===== config.mk =====
export PLATFORM = sky130hd
export DESIGN_NAME = uart_wb_cmd_bridge
export DESIGN_NICKNAME = d
export VERILOG_FILES = /design/src/rtl/uart_wb_cmd_bridge.sv
export SDC_FILE = /design/constraint.sdc
export NUM_CORES = 1
export LEC_CHECK = 0
export CAP_MARGIN = 30
export CORE_UTILIZATION = 55
export CTS_BUF_LIST = sky130_fd_sc_hd__clkbuf_8
export DETAILED_ROUTE_END_ITERATION = 10
export GPL_ROUTABILITY_DRIVEN = 0
export GPL_TIMING_DRIVEN = 0
export PLACE_DENSITY = 0.82
export SLEW_MARGIN = 20
export SYNTH_ARGS = -nofsm -noshare
export SYNTH_HDL_FRONTEND = slang
export SYNTH_SLANG_ARGS = --single-unit

===== constraint.sdc =====
create_clock -name clk -period 3.4 [get_ports clk]
set_clock_uncertainty 0.1 [all_clocks]
set_input_delay 0.68 -clock clk [delete_from_list [all_inputs] [get_ports clk]]
set_output_delay 0.68 -clock clk [all_outputs]
set_load 0.01 [all_outputs]

===== src/rtl/uart_wb_cmd_bridge.sv =====
// ASCII command bridge: UART bytes select address/data fields and launch single Wishbone classic accesses.
// Optional feature: define WB_BRIDGE_AUTOINC_EN to step the address field after every acknowledged access.
module uart_wb_cmd_bridge #(
  parameter int TIMEOUT_CYC = 255
) (
  input  logic        clk,
  input  logic        i_reset_n,
  input  logic [7:0]  i_rx_data,
  input  logic        i_rx_rxne,
  output logic        o_rx_clear,
  output logic [7:0]  o_tx_data,
  output logic        o_tx_valid,
  input  logic        i_tx_busy,
  output logic        o_wb_cyc,
  output logic        o_wb_stb,
  output logic        o_wb_we,
  output logic [15:0] o_wb_adr,
  output logic [15:0] o_wb_dat,
  input  logic [15:0] i_wb_dat,
  input  logic        i_wb_ack
);
  localparam int TW = $clog2(TIMEOUT_CYC + 1);

  typedef enum logic [2:0] {
    IDLE = 3'd0, CONSUME = 3'd1, WB_REQ = 3'd2, WB_WAIT = 3'd3, TX_SEND = 3'd4, TX_GAP = 3'd5
  } state_t;
  typedef enum logic [1:0] {SEL_NONE = 2'd0, SEL_ADDR = 2'd1, SEL_DATA = 2'd2} sel_t;
  typedef enum logic [1:0] {RSP_READ = 2'd0, RSP_WRITE = 2'd1, RSP_ERR = 2'd2} rsp_t;

  // Bit 4 flags a valid lowercase hex digit, bits 3:0 carry its nibble.
  function automatic logic [4:0] hex_val(input logic [7:0] c);
    if (c >= 8'h30 && c <= 8'h39) hex_val = {1'b1, c[3:0]};
    else if (c >= 8'h61 && c <= 8'h66) hex_val = {1'b1, c[3:0] + 4'd9};
    else hex_val = 5'd0;
  endfunction

  function automatic logic [7:0] hex_char(input logic [3:0] n);
    if (n < 4'd10) hex_char = 8'h30 + {4'h0, n};
    else hex_char = 8'h57 + {4'h0, n};
  endfunction

  function automatic logic [7:0] rsp_byte(input rsp_t kind, input logic [2:0] idx, input logic [15:0] rd);
    logic [7:0] b;
    case (kind)
      RSP_READ: begin
        case (idx)
          3'd0:    b = hex_char(rd[15:12]);
          3'd1:    b = hex_char(rd[11:8]);
          3'd2:    b = hex_char(rd[7:4]);
          3'd3:    b = hex_char(rd[3:0]);
          default: b = 8'h0A;
        endcase
      end
      RSP_WRITE: b = (idx == 3'd0) ? 8'h4B : 8'h0A;
      default:   b = (idx == 3'd0) ? 8'h45 : 8'h0A;
    endcase
    return b;
  endfunction

  state_t         state_r, state_s;
  sel_t           sel_r, sel_s;
  rsp_t           rsp_r, rsp_s;
  logic [7:0]     byte_r, byte_s, tx_data_r, tx_data_s;
  logic [15:0]    addr_r, addr_s, data_r, data_s, rd_r, rd_s;
  logic [2:0]     idx_r, idx_s, last_s;
  logic [1:0]     gap_r, gap_s;
  logic [TW-1:0]  timer_r, timer_s;
  logic           cyc_r, cyc_s, we_r, we_s, rx_clear_r, rx_clear_s, tx_valid_r, tx_valid_s;
  logic [4:0]     hv_s;

  // Next-state and next-output logic for the command FSM.
  always_comb begin
    state_s    = state_r;
    sel_s      = sel_r;
    rsp_s      = rsp_r;
    byte_s     = byte_r;
    tx_data_s  = tx_data_r;
    addr_s     = addr_r;
    data_s     = data_r;
    rd_s       = rd_r;
    idx_s      = idx_r;
    gap_s      = gap_r;
    timer_s    = timer_r;
    cyc_s      = cyc_r;
    we_s       = we_r;
    rx_clear_s = 1'b0;
    tx_valid_s = 1'b0;
    hv_s       = hex_val(byte_r);
    last_s     = (rsp_r == RSP_READ) ? 3'd4 : 3'd1;
    case (state_r)
      IDLE: begin
        if (i_rx_rxne) begin
          rx_clear_s = 1'b1;
          byte_s     = i_rx_data;
          state_s    = CONSUME;
        end else begin
          state_s = IDLE;
        end
      end
      CONSUME: begin
        state_s = IDLE;
        case (byte_r)
          8'h41: sel_s = SEL_ADDR;
          8'h44: sel_s = SEL_DATA;
          8'h52, 8'h57: begin
            sel_s   = SEL_NONE;
            we_s    = (byte_r == 8'h57);
            cyc_s   = 1'b1;
            timer_s = '0;
            state_s = WB_REQ;
          end
          default: begin
            if (hv_s[4] && sel_r == SEL_ADDR) addr_s = {addr_r[11:0], hv_s[3:0]};
            else if (hv_s[4] && sel_r == SEL_DATA) data_s = {data_r[11:0], hv_s[3:0]};
            else sel_s = sel_r;
          end
        endcase
      end
      WB_REQ: begin
        // The request cycle counts toward the timeout budget of cyc-high cycles.
        timer_s = TW'(1);
        state_s = WB_WAIT;
      end
      WB_WAIT: begin
        if (i_wb_ack) begin
          cyc_s   = 1'b0;
          we_s    = 1'b0;
          idx_s   = 3'd0;
          state_s = TX_SEND;
          if (we_r) begin
            rsp_s = RSP_WRITE;
          end else begin
            rsp_s = RSP_READ;
            rd_s  = i_wb_dat;
          end
`ifdef WB_BRIDGE_AUTOINC_EN
          addr_s = addr_r + 16'd1;
`else
          addr_s = addr_r;
`endif
        end else if (timer_r >= TW'(TIMEOUT_CYC - 1)) begin
          cyc_s   = 1'b0;
          we_s    = 1'b0;
          rsp_s   = RSP_ERR;
          idx_s   = 3'd0;
          state_s = TX_SEND;
        end else begin
          timer_s = timer_r + TW'(1);
        end
      end
      TX_SEND: begin
        if (!i_tx_busy) begin
          tx_valid_s = 1'b1;
          tx_data_s  = rsp_byte(rsp_r, idx_r, rd_r);
          gap_s      = 2'd0;
          state_s    = TX_GAP;
        end else begin
          state_s = TX_SEND;
        end
      end
      TX_GAP: begin
        // Two settle cycles give the transmitter time to raise busy for the byte just sent.
        if (gap_r != 2'd2) begin
          gap_s = gap_r + 2'd1;
        end else if (!i_tx_busy) begin
          if (idx_r == last_s) begin
            state_s = IDLE;
          end else begin
            idx_s   = idx_r + 3'd1;
            state_s = TX_SEND;
          end
        end else begin
          state_s = TX_GAP;
        end
      end
      default: state_s = IDLE;
    endcase
  end

  // State and registered outputs; reset clears everything asynchronously.
  always_ff @(posedge clk or negedge i_reset_n) begin
    if (!i_reset_n) begin
      state_r    <= IDLE;
      sel_r      <= SEL_NONE;
      rsp_r      <= RSP_READ;
      byte_r     <= 8'h00;
      tx_data_r  <= 8'h00;
      addr_r     <= 16'h0000;
      data_r     <= 16'h0000;
      rd_r       <= 16'h0000;
      idx_r      <= 3'd0;
      gap_r      <= 2'd0;
      timer_r    <= '0;
      cyc_r      <= 1'b0;
      we_r       <= 1'b0;
      rx_clear_r <= 1'b0;
      tx_valid_r <= 1'b0;
    end else begin
      state_r    <= state_s;
      sel_r      <= sel_s;
      rsp_r      <= rsp_s;
      byte_r     <= byte_s;
      tx_data_r  <= tx_data_s;
      addr_r     <= addr_s;
      data_r     <= data_s;
      rd_r       <= rd_s;
      idx_r      <= idx_s;
      gap_r      <= gap_s;
      timer_r    <= timer_s;
      cyc_r      <= cyc_s;
      we_r       <= we_s;
      rx_clear_r <= rx_clear_s;
      tx_valid_r <= tx_valid_s;
    end
  end

  assign o_rx_clear = rx_clear_r;
  assign o_tx_valid = tx_valid_r;
  assign o_tx_data  = tx_data_r;
  assign o_wb_cyc   = cyc_r;
  assign o_wb_stb   = cyc_r;
  assign o_wb_we    = we_r;
  assign o_wb_adr   = addr_r;
  assign o_wb_dat   = data_r;
endmodule


==> out/qor.yml <==
status: "finished clean"
die_y_um: 93.99
yosysTopAreaCellShare_pct: 46.77
hp-class: "primary input to asynchronous set/reset pin"
multi_input_area_mm2: 0.002282
fin_util_pct: 70.06
cp_max_fo: 10
worst_slack_ns: 0.4653
overflow: 0
synthFlopType: "dfrtp_1"
dp_hpwl_mm: 7.532
root_buffer: "clkbuf_8"
ctsResizeCount: 0
first_pass_iters: 5
worstPathArrival_ns: 3.08
reg2reg_depth: 7
worstSetupEndpointType: "flop"
numCtsBuffers: 9
holdWs_ns: 0.1910
track_usage_pct: 24.84
die_area_mm2: 0.008834
leakage_nw: 2.563
die_x_um: 93.99
grt_antenna_before_repair: 0
netlist_area_mm2: 0.004654
clock_latency_ns: 0.36
grt_max_degree: 50
port_buffers: 72
rows: 33
avgRoutedWirePerCell_um: 16.03
start_util_pct: 56.65
fin_tns_setup_ns: 0
async_flop_share_pct: 100.0
grt_pass1_vias: 3584
syn_nets: 491
crit-reg2reg-launch: "byte_r[0]$_DFFE_PN0P_"
drc: 0
nets: 575
avgSynthCellArea_um2: 10.44
postCtsSetupRepairBufs: 0
postRouteAntennaNets: 0
fillers: 608
grt_pass1_wl_mm: 17.04
cts_tree: "yes"
cts_sinks: 87
io_pins: 74
routed_wl_mm: 10.24
critPathKind: "flop to flop"
yosys.area.top_type: "dfrtp_1"
drt_iter0_drc: 198
cts_hold_buffers: 0
core_mm2: 0.008217
dpl-instance-area_mm2: 0.005537
synthToLayoutAreaGrowth_pct: 23.68
setup_viol: 0
hold_viol: 0
synth_area_leaders: "dfrtp_1, mux2_2, ha_1, nand2_1, o21ai_0"
r2r_end: "o_wb_adr[11]$_DFFE_PN0P_"
synth_edf_count: 0
maxSlewViolCount: 0
drv_cap: 0
power.density_mw_per_mm2: 590.3
antenna_cells: 0
synth-seq-cells: 87
fmax_mhz: 340.7
rsz0062_at_grt: "no"
worstMarginPinSlew_ns: 0.7900
cts.path.max_buffers: 2
register_area_mm2: 0.002177
fin_crit_ns: 2.935
vias: 3718
vias_per_cell: 5.818
period_share_pct: 86.32
postSynthCellCount: 446
vdd_drop_max_mv: 0.4658
ys.warnings.count: 0
drive_gt1_share_pct: 12.73
slew_headroom_pct: 45.97
dpl_worst_slack_ns: 0.5098
ys_seq_area_share_pct: 46.77
startpoint_type: "flop"
critical_path_required_ns: 3.55
synth.distinct_cells: 65
cts_max_level: 3
stdcell_area_mm2: 0.005757
reg2reg_slack_ns: 0.47
clkTransAtPathRegs_ns: 0.08
==> worst max-delay path by stage <==
stage          cells after the start  slack (ns)             startpoint                        to
6_report                           7        0.47  byte_r[0]$_DFFE_PN0P_  o_wb_adr[11]$_DFFE_PN0P_
5_1_grt                            7        0.36  byte_r[0]$_DFFE_PN0P_  o_wb_dat[10]$_DFFE_PN0P_
4_1_cts                            7        0.48  byte_r[0]$_DFFE_PN0P_  o_wb_adr[11]$_DFFE_PN0P_
3_5_place_dp                       7        0.51  byte_r[0]$_DFFE_PN0P_  o_wb_adr[13]$_DFFE_PN0P_
3_3_place_gp                       1       -1.51              i_reset_n    timer_r[3]$_DFFE_PN0P_
2_1_floorplan                      7        0.77  byte_r[0]$_DFFE_PN0P_  o_wb_adr[10]$_DFFE_PN0P_
==> power breakdown <==
group          switching (mW)  total [mW]  internal (mW)
sequential              0.181        1.40           1.22
combinational           0.633        1.19          0.561
clock                   0.369       0.801          0.431
total                    1.18        3.40           2.21
==> synth_stat cells (10+ instances only) <==
| cell | instances |
|---|---|
| a21oi_1 | 12 |
| clkbuf_1 | 11 |
| dfrtp_1 | 87 |
| ha_1 | 16 |
| inv_1 | 23 |
| mux2_2 | 25 |
| mux2_4 | 10 |
| nand2_1 | 51 |
| nand3_1 | 12 |
| nor2_1 | 14 |
| nor2b_1 | 14 |
| o21ai_0 | 37 |
==> cells in the final DEF (no fill, tap or decap), types with 6 or more instances in the layout <==
master           instances
ha_1                    16
nor2_1                  14
clkbuf_1                11
a21oi_1                 12
nand3_1                 12
clkdlybuf4s50_1         71
dfrtp_1                 87
nor3_1                   6
nor2b_1                 14
a31oi_1                  7
o21ai_0                 37
a22oi_1                  6
o211ai_1                 6
o21ai_1                  6
mux2_2                  25
inv_1                   23
nand2_1                 51
mux2_4                  10
clkbuf_8                10
==> stage by stage <==
step	power, mW	instances
floorplan	2.179	446
global placement	2.548	623
detailed placement	2.608	624
CTS	3.413	639
global route	3.607	639
finish	3.398	639
==> cell type report <==
cell class | count | share of cell area (%)
well taps | 105 | 2.282
clock inverters | 5 | 1.434
repair buffers | 73 | 12.95
plain buffers | 20 | 1.913
clock buffers | 10 | 2.391
inverters | 24 | 1.565
flip-flops and latches | 87 | 37.82
multi-input cells | 315 | 39.64
==> worst max-delay path: stages, from the launching register on <==
cell and delay, ns:
dfrtp_1 0.51, inv_1 0.16, ha_1 0.26, mux4_2 0.52
a2111o_1 0.51, o21bai_4 0.27, buf_6 0.20, mux2_4 0.29
==> logic make-up after synthesis <==
family / count (synthesis) / share of synthesized area, %
xor gates and xnor gates: 7 / 1.317
AOI/OAI and AO/OA: 116 / 17.29
and+or+nand+nor: 132 / 14.60
other: 1 / 0.08057
buffers and inverters: 44 / 4.301
adders and majority gates: 16 / 4.301
DFF: 87 / 46.77
muxes: 43 / 11.34
==> per-layer routing <==
metal	vias up	GRT usage (%)	share of wire [%]
met4	0	8.718	2.1
met5	-	0	0
met3	17	5.259	4.1
li1	1784	-	-
met1	1817	31.29	44
met2	100	42.15	50
==> state kept, by name, summed over array words and instances (netlist names) <==
| register | cells |
|---|---|
| o_wb_dat | 16 |
| state_r | 3 |
| rd_r | 16 |
| o_tx_valid | 1 |
| o_tx_data | 7 |
| sel_r | 2 |
| rsp_r | 2 |
| o_rx_clear | 1 |
| gap_r | 2 |
| byte_r | 8 |
| o_wb_adr | 16 |
| idx_r | 3 |
| timer_r | 8 |
| o_wb_cyc | 1 |
| o_wb_we | 1 |
Note: power is estimated with default switching activity, not from simulation.
